**src/rtl/avg4_sequencer.sv**
```systemverilog
// Control sequencer for the 4-point averaging filter: steps the shared register
// file / ALU through load, window shift, accumulate and divide for each sample.
//
// state  | meaning
// IDLE   | waiting for a sample start
// LOAD   | R0 <= input sample, bump sample count
// SH4    | R4 <= R3
// SH3    | R3 <= R2
// SH2    | R2 <= R1
// SH1    | R1 <= R0; leave early until the window is full
// SUM1   | R5 <= R1 + R2
// SUM2   | R5 <= R5 + R3
// SUM3   | R5 <= R5 + R4
// DIV    | R7 <= R5 >>> 2
// DONE   | out_valid pulse, R7 holds the new average
// ERROR  | accumulate overflowed; wait for the next start
module avg4_sequencer #(
   parameter int OP_W   = 3,
   parameter int ADDR_W = 3
) (
   input  logic              clk,
   input  logic              reset,
   input  logic              data_ready,
   input  logic              overflow,
   output logic [OP_W-1:0]   op,
   output logic [ADDR_W-1:0] src1,
   output logic [ADDR_W-1:0] src2,
   output logic [ADDR_W-1:0] dest,
   output logic              modwait,
   output logic              out_valid,
   output logic              err,
   output logic              overrun
);

   typedef enum logic [3:0] {
      S_IDLE, S_LOAD, S_SH4, S_SH3, S_SH2, S_SH1,
      S_SUM1, S_SUM2, S_SUM3, S_DIV, S_DONE, S_ERROR
   } state_t;

   localparam logic [OP_W-1:0] OP_NOP  = OP_W'(0);
   localparam logic [OP_W-1:0] OP_COPY = OP_W'(1);
   localparam logic [OP_W-1:0] OP_LOAD = OP_W'(2);
   localparam logic [OP_W-1:0] OP_ADD  = OP_W'(3);
   localparam logic [OP_W-1:0] OP_SHR2 = OP_W'(5);

   state_t       state, state_n;
   logic [2:0]   count, count_n;
   logic         pending, pending_n;
   logic         dr_d;
   logic         start, busy, overrun_n;
   logic [OP_W-1:0]   op_n;
   logic [ADDR_W-1:0] src1_n, src2_n, dest_n;

   always_comb begin
      start     = data_ready & ~dr_d;
      busy      = (state != S_IDLE) && (state != S_ERROR);
      state_n   = state;
      count_n   = count;
      pending_n = pending;
      overrun_n = 1'b0;
      case (state)
         S_IDLE, S_ERROR: if (start) state_n = S_LOAD;
         S_LOAD: begin
            state_n = S_SH4;
            if (count != 3'd4) count_n = count + 3'd1;
         end
         S_SH4:  state_n = S_SH3;
         S_SH3:  state_n = S_SH2;
         S_SH2:  state_n = S_SH1;
         S_SH1: begin
            if (count == 3'd4)          state_n = S_SUM1;
            else if (pending || start)  state_n = S_LOAD;
            else                        state_n = S_IDLE;
         end
         S_SUM1: state_n = overflow ? S_ERROR : S_SUM2;
         S_SUM2: state_n = overflow ? S_ERROR : S_SUM3;
         S_SUM3: state_n = overflow ? S_ERROR : S_DIV;
         S_DIV:  state_n = S_DONE;
         S_DONE: state_n = (pending || start) ? S_LOAD : S_IDLE;
         default: state_n = S_IDLE;
      endcase

      // A restart consumes the pending slot; a start arriving on that same
      // cycle while a request was already queued refills the slot.
      if (busy) begin
         if (state_n == S_LOAD) begin
            pending_n = pending & start;
         end else if (start) begin
            if (pending) overrun_n = 1'b1;
            else         pending_n = 1'b1;
         end
      end
      if (state_n == S_ERROR) pending_n = 1'b0;
   end

   always_comb begin
      op_n   = OP_NOP;
      src1_n = '0;
      src2_n = '0;
      dest_n = '0;
      case (state_n)
         S_LOAD: begin op_n = OP_LOAD; dest_n = ADDR_W'(0); end
         S_SH4:  begin op_n = OP_COPY; src1_n = ADDR_W'(3); dest_n = ADDR_W'(4); end
         S_SH3:  begin op_n = OP_COPY; src1_n = ADDR_W'(2); dest_n = ADDR_W'(3); end
         S_SH2:  begin op_n = OP_COPY; src1_n = ADDR_W'(1); dest_n = ADDR_W'(2); end
         S_SH1:  begin op_n = OP_COPY; src1_n = ADDR_W'(0); dest_n = ADDR_W'(1); end
         S_SUM1: begin op_n = OP_ADD; src1_n = ADDR_W'(1); src2_n = ADDR_W'(2); dest_n = ADDR_W'(5); end
         S_SUM2: begin op_n = OP_ADD; src1_n = ADDR_W'(5); src2_n = ADDR_W'(3); dest_n = ADDR_W'(5); end
         S_SUM3: begin op_n = OP_ADD; src1_n = ADDR_W'(5); src2_n = ADDR_W'(4); dest_n = ADDR_W'(5); end
         S_DIV:  begin op_n = OP_SHR2; src1_n = ADDR_W'(5); dest_n = ADDR_W'(7); end
         default: ;
      endcase
   end

   // Outputs are registered from the next-state decode so they line up with state.
   always_ff @(posedge clk) begin
      if (reset) begin
         state     <= S_IDLE;
         count     <= 3'd0;
         pending   <= 1'b0;
         dr_d      <= 1'b0;
         op        <= OP_NOP;
         src1      <= '0;
         src2      <= '0;
         dest      <= '0;
         modwait   <= 1'b0;
         out_valid <= 1'b0;
         err       <= 1'b0;
         overrun   <= 1'b0;
      end else begin
         state     <= state_n;
         count     <= count_n;
         pending   <= pending_n;
         dr_d      <= data_ready;
         op        <= op_n;
         src1      <= src1_n;
         src2      <= src2_n;
         dest      <= dest_n;
         modwait   <= (state_n != S_IDLE) && (state_n != S_ERROR);
         out_valid <= (state_n == S_DONE);
         err       <= (state_n == S_ERROR);
         overrun   <= overrun_n;
      end
   end

endmodule

```
**config.mk**
```make
export PLATFORM = sky130hd
export DESIGN_NAME = avg4_sequencer
export DESIGN_NICKNAME = d
export VERILOG_FILES = /design/src/rtl/avg4_sequencer.sv
export SDC_FILE = /design/constraint.sdc
export NUM_CORES = 1
export LEC_CHECK = 0
export BUFFER_PORTS_ARGS = -buffer_cell sky130_fd_sc_hd__buf_2
export CAP_MARGIN = 20
export CORE_MARGIN = 2
export CORE_UTILIZATION = 61
export CTS_BUF_LIST = sky130_fd_sc_hd__clkbuf_4
export DETAILED_ROUTE_END_ITERATION = 16
export HOLD_SLACK_MARGIN = 0.02
export PLACE_DENSITY = 0.85
export SYNTH_ARGS = -nofsm -noshare
export SYNTH_HDL_FRONTEND = slang
export SYNTH_SLANG_ARGS = --single-unit
```
**constraint.sdc**
```tcl
create_clock -name clk -period 5.25 [get_ports clk]
set_clock_uncertainty 0.05 [all_clocks]
set_input_delay 0.525 -clock clk [delete_from_list [all_inputs] [get_ports clk]]
set_output_delay 0.525 -clock clk [all_outputs]
set_load 0.02 [all_outputs]
```
==> key figures <==
Global route
  – Total overflow reported by the global router: 0
  – Initial antenna violation count: 0
  – Number of global-route vias before repair: between 900 and 1000
  – GRT Overall Usage: 0.232
  – Largest net degree at the start of global routing: 21
  – GR Util met2: 0.433
  – Met1 Use GR: 0.273
  – Global-route wire length before repair: 4290 µm
  – Met3 Usage GRT: 0.0432
  – Most used routing layer: met2

Synth
  – Post-Synthesis Cells: 128
  – Top post-synthesis cells by area: dfxtp_1 42%, nor3_1 4.2%, nor2_1 4.1%, a21oi_1 2.5%, buf_4 2.5%
  – Ys flop type: dfxtp_1
  – Net Count, Synth: roughly 130
  – Post-Synthesis Cell Area: 0.00120 mm²
  – Yosys warning total: 0
  – Top cells by count, synth: 25 x dfxtp_1, 13 x nor2_1, 10 x nor3_1
  – Seq/Total Area, Yosys: 0.416
  – Share of flip-flops with an asynchronous set or reset: 0
  – EDFF count, synth: 0
  – Top-area cell type share of the netlist area: 0.416
  – Yosys cell types: 48
  – Most common cell in the netlist: dfxtp_1
  – FF+latch count, synth: 25
  – Yosys top cell by area: dfxtp_1
  – Syn Area/Cell: ~9.4 µm²

Final layout
  – Final nets: 150
  – Final Util: 0.686
  – Layout cells sized above 1: 0.245
  – Layout fillers: 166
  – ANT cells: 0
  – P&R area growth vs syn: 8.42%

Clocking
  – Total CTS buffers: 3
  – Maximum root-to-sink buffer count: 2
  – CTS Hold Bufs: 0
  – CTS tree: built
  – Post_cts resized: 0
  – Setup Buffers After CTS: 0
  – Clock-pin slew on the worst setup and hold paths: 140 ps
  – Worst skew pair latency: around 320 ps
  – H-Tree Level Count: 1
  – Clock tree sinks: 25
  – Root buffer cell: clkbuf_4

Route
  – DR WL/cell: approximately 14 µm
  – Via count: 1021
  – Drt first pass iters: 4
  – DRT iter0 DRCs: 26
  – WL final: between 2000 and 2500 µm
  – Via density: 6.01
  – DRC errors left: 0
  – Detail Route Antenna Nets: 0

Worst setup path
  – Critical Path End Type: flop
  – Setup Crit Path Kind: flop to flop
  – Crit path buf inv count: 1
  – Worst path slowest cell: dfxtp_1
  – Worst Setup SP: state[1]$_SDFF_PP0_
  – Cell family with most CP delay: compound AO/OA/AOI/OAI gates
  – Crit-path max cell delay: 750 ps
  – Worst path required time: 5460 ps
  – CP dominant cell by count: a211oi_1
  – Arrival @ worst endpoint: 2480 ps
  – Startpoint Class: flop
  – Critical path cell sequence: nor4bb_2, a211oi_1, a211oi_1, buf_4, o32ai_1, a21oi_1
  – Crit path max fanout: 19
  – R2R Path Start: state[1]$_SDFF_PP0_

Placed design
  – Port bufs: 19
  – Detail Placement HPWL: 1760 µm
  – RD Place Congestion: slightly above 0.8

Hold path
  – Worst Hold Launch: data_ready
  – HP Class: input pin to flop

STA
  – Final Hold Vio Count: 0
  – Worst slew margin: 0.546
  – Period minus WS final: 2280 ps
  – Setup violators final: 0
  – Worst Tran Pin Value: 671 ps
  – RSZ-0062 raised after global routing: no
  – Final Slew Violations: 0
  – Max Fclk: 439 MHz
  – Total negative setup slack: 0 ps
  – Tcrit/Tclk final: 0.433

Die
  – Initial core utilization: 0.633
  – IO Pins: 20
  – DIE AREA: approximately 0.0023 mm²
  – Cell Rows: 16
  – Core ar.: approximately 0.0019 mm²
  – DIE HEIGHT: ~48 µm
  – Die X: 48.4 µm

Status
  – Outcome: completed

Power and ir drop
  – Static leakage: 0.563 nW
  – Total power: 0.000509 W
  – PwrDens: 390 mW/mm²
  – Peak supply drop: 232 µV

Flow run
  – Max Cap Violations: 0
cell usage in the layout, fill, tap and decap left out, types with 2 or more instances in the layout:
cell type / n
dfxtp_1: 25
buf_2: 19
nor2_1: 13
nor3_1: 10
nand2_1: 7
a21oi_1: 6
inv_1: 4
nand2b_1: 3
and2b_1: 3
nand3_1: 3
clkbuf_4: 3
a211oi_1: 2
or3_1: 2
a211oi_2: 2
xnor2_1: 2
o21a_1: 2
nor4_1: 2
a21o_1: 2
a211o_1: 2
a31oi_1: 2
ha_1: 2
area by class of cell:
type                            count  area [µm²]  share of cell area
Timing Repair Buffer               20         103              0.0786
Multi-Input combinational cell     90         623               0.477
Sequential cell                    25         500               0.384
Clock inverter                      1        7.51             0.00575
Tap cell                           27        33.8              0.0259
Clock buffer                        3        22.5              0.0173
Inverter                            4        15.0              0.0115
cell families after synthesis:
family,share of synthesized area
simple gates,0.256
buf+inv,0.0665
mux,0.0177
compound gates,0.202
xor+xnor,0.0218
fa+ha+maj,0.0208
flops,0.416
metrics by stage:
stage	cell area, µm²	hold slack [ps]	cells	setup slack, ps
final	1310	402	170	2970
after global routing	1310	413	170	2810
after CTS	1310	400	170	3000
after detailed placement	1270	471	166	3060
after global placement	1270	451	165	2650
after floorplan	1200	429	128	3460
sequential cells by signal, indices dropped and copies added, names as in the netlist:
name,count
out_valid,1
pending,1
count,3
src1,3
dr_d,1
dest,3
err,1
overrun,1
src2,3
modwait,1
op,3
state,4
power by group:
part           switching [W]  internal, W
logic               0.000101    0.0000726
clock network      0.0000596    0.0000291
registers          0.0000312     0.000215
total               0.000192     0.000316
final timing paths:
kind	endpoint	slack, ps	cells past startpoint
max	pending$_SDFFE_PP0P_	2970	6
min	dr_d$_SDFF_PP0_	400	2
max reg2reg	pending$_SDFFE_PP0P_	2970	6
min reg2reg	count[2]$_SDFFE_PP0P_	500	2
per-layer routing:
| layer | up-vias | routed length (µm) | part of all wire |
|---|---|---|---|
| met1 | 486 | 1030 | 0.43 |
| met2 | 32 | 1260 | 0.52 |
| met3 | 10 | 85 | 0.035 |
| li1 | 493 | - | - |
| met4 | 0 | 40 | 0.017 |
| met5 | - | 0 | 0 |
No activity file was read; power rests on OpenSTA's default activity.
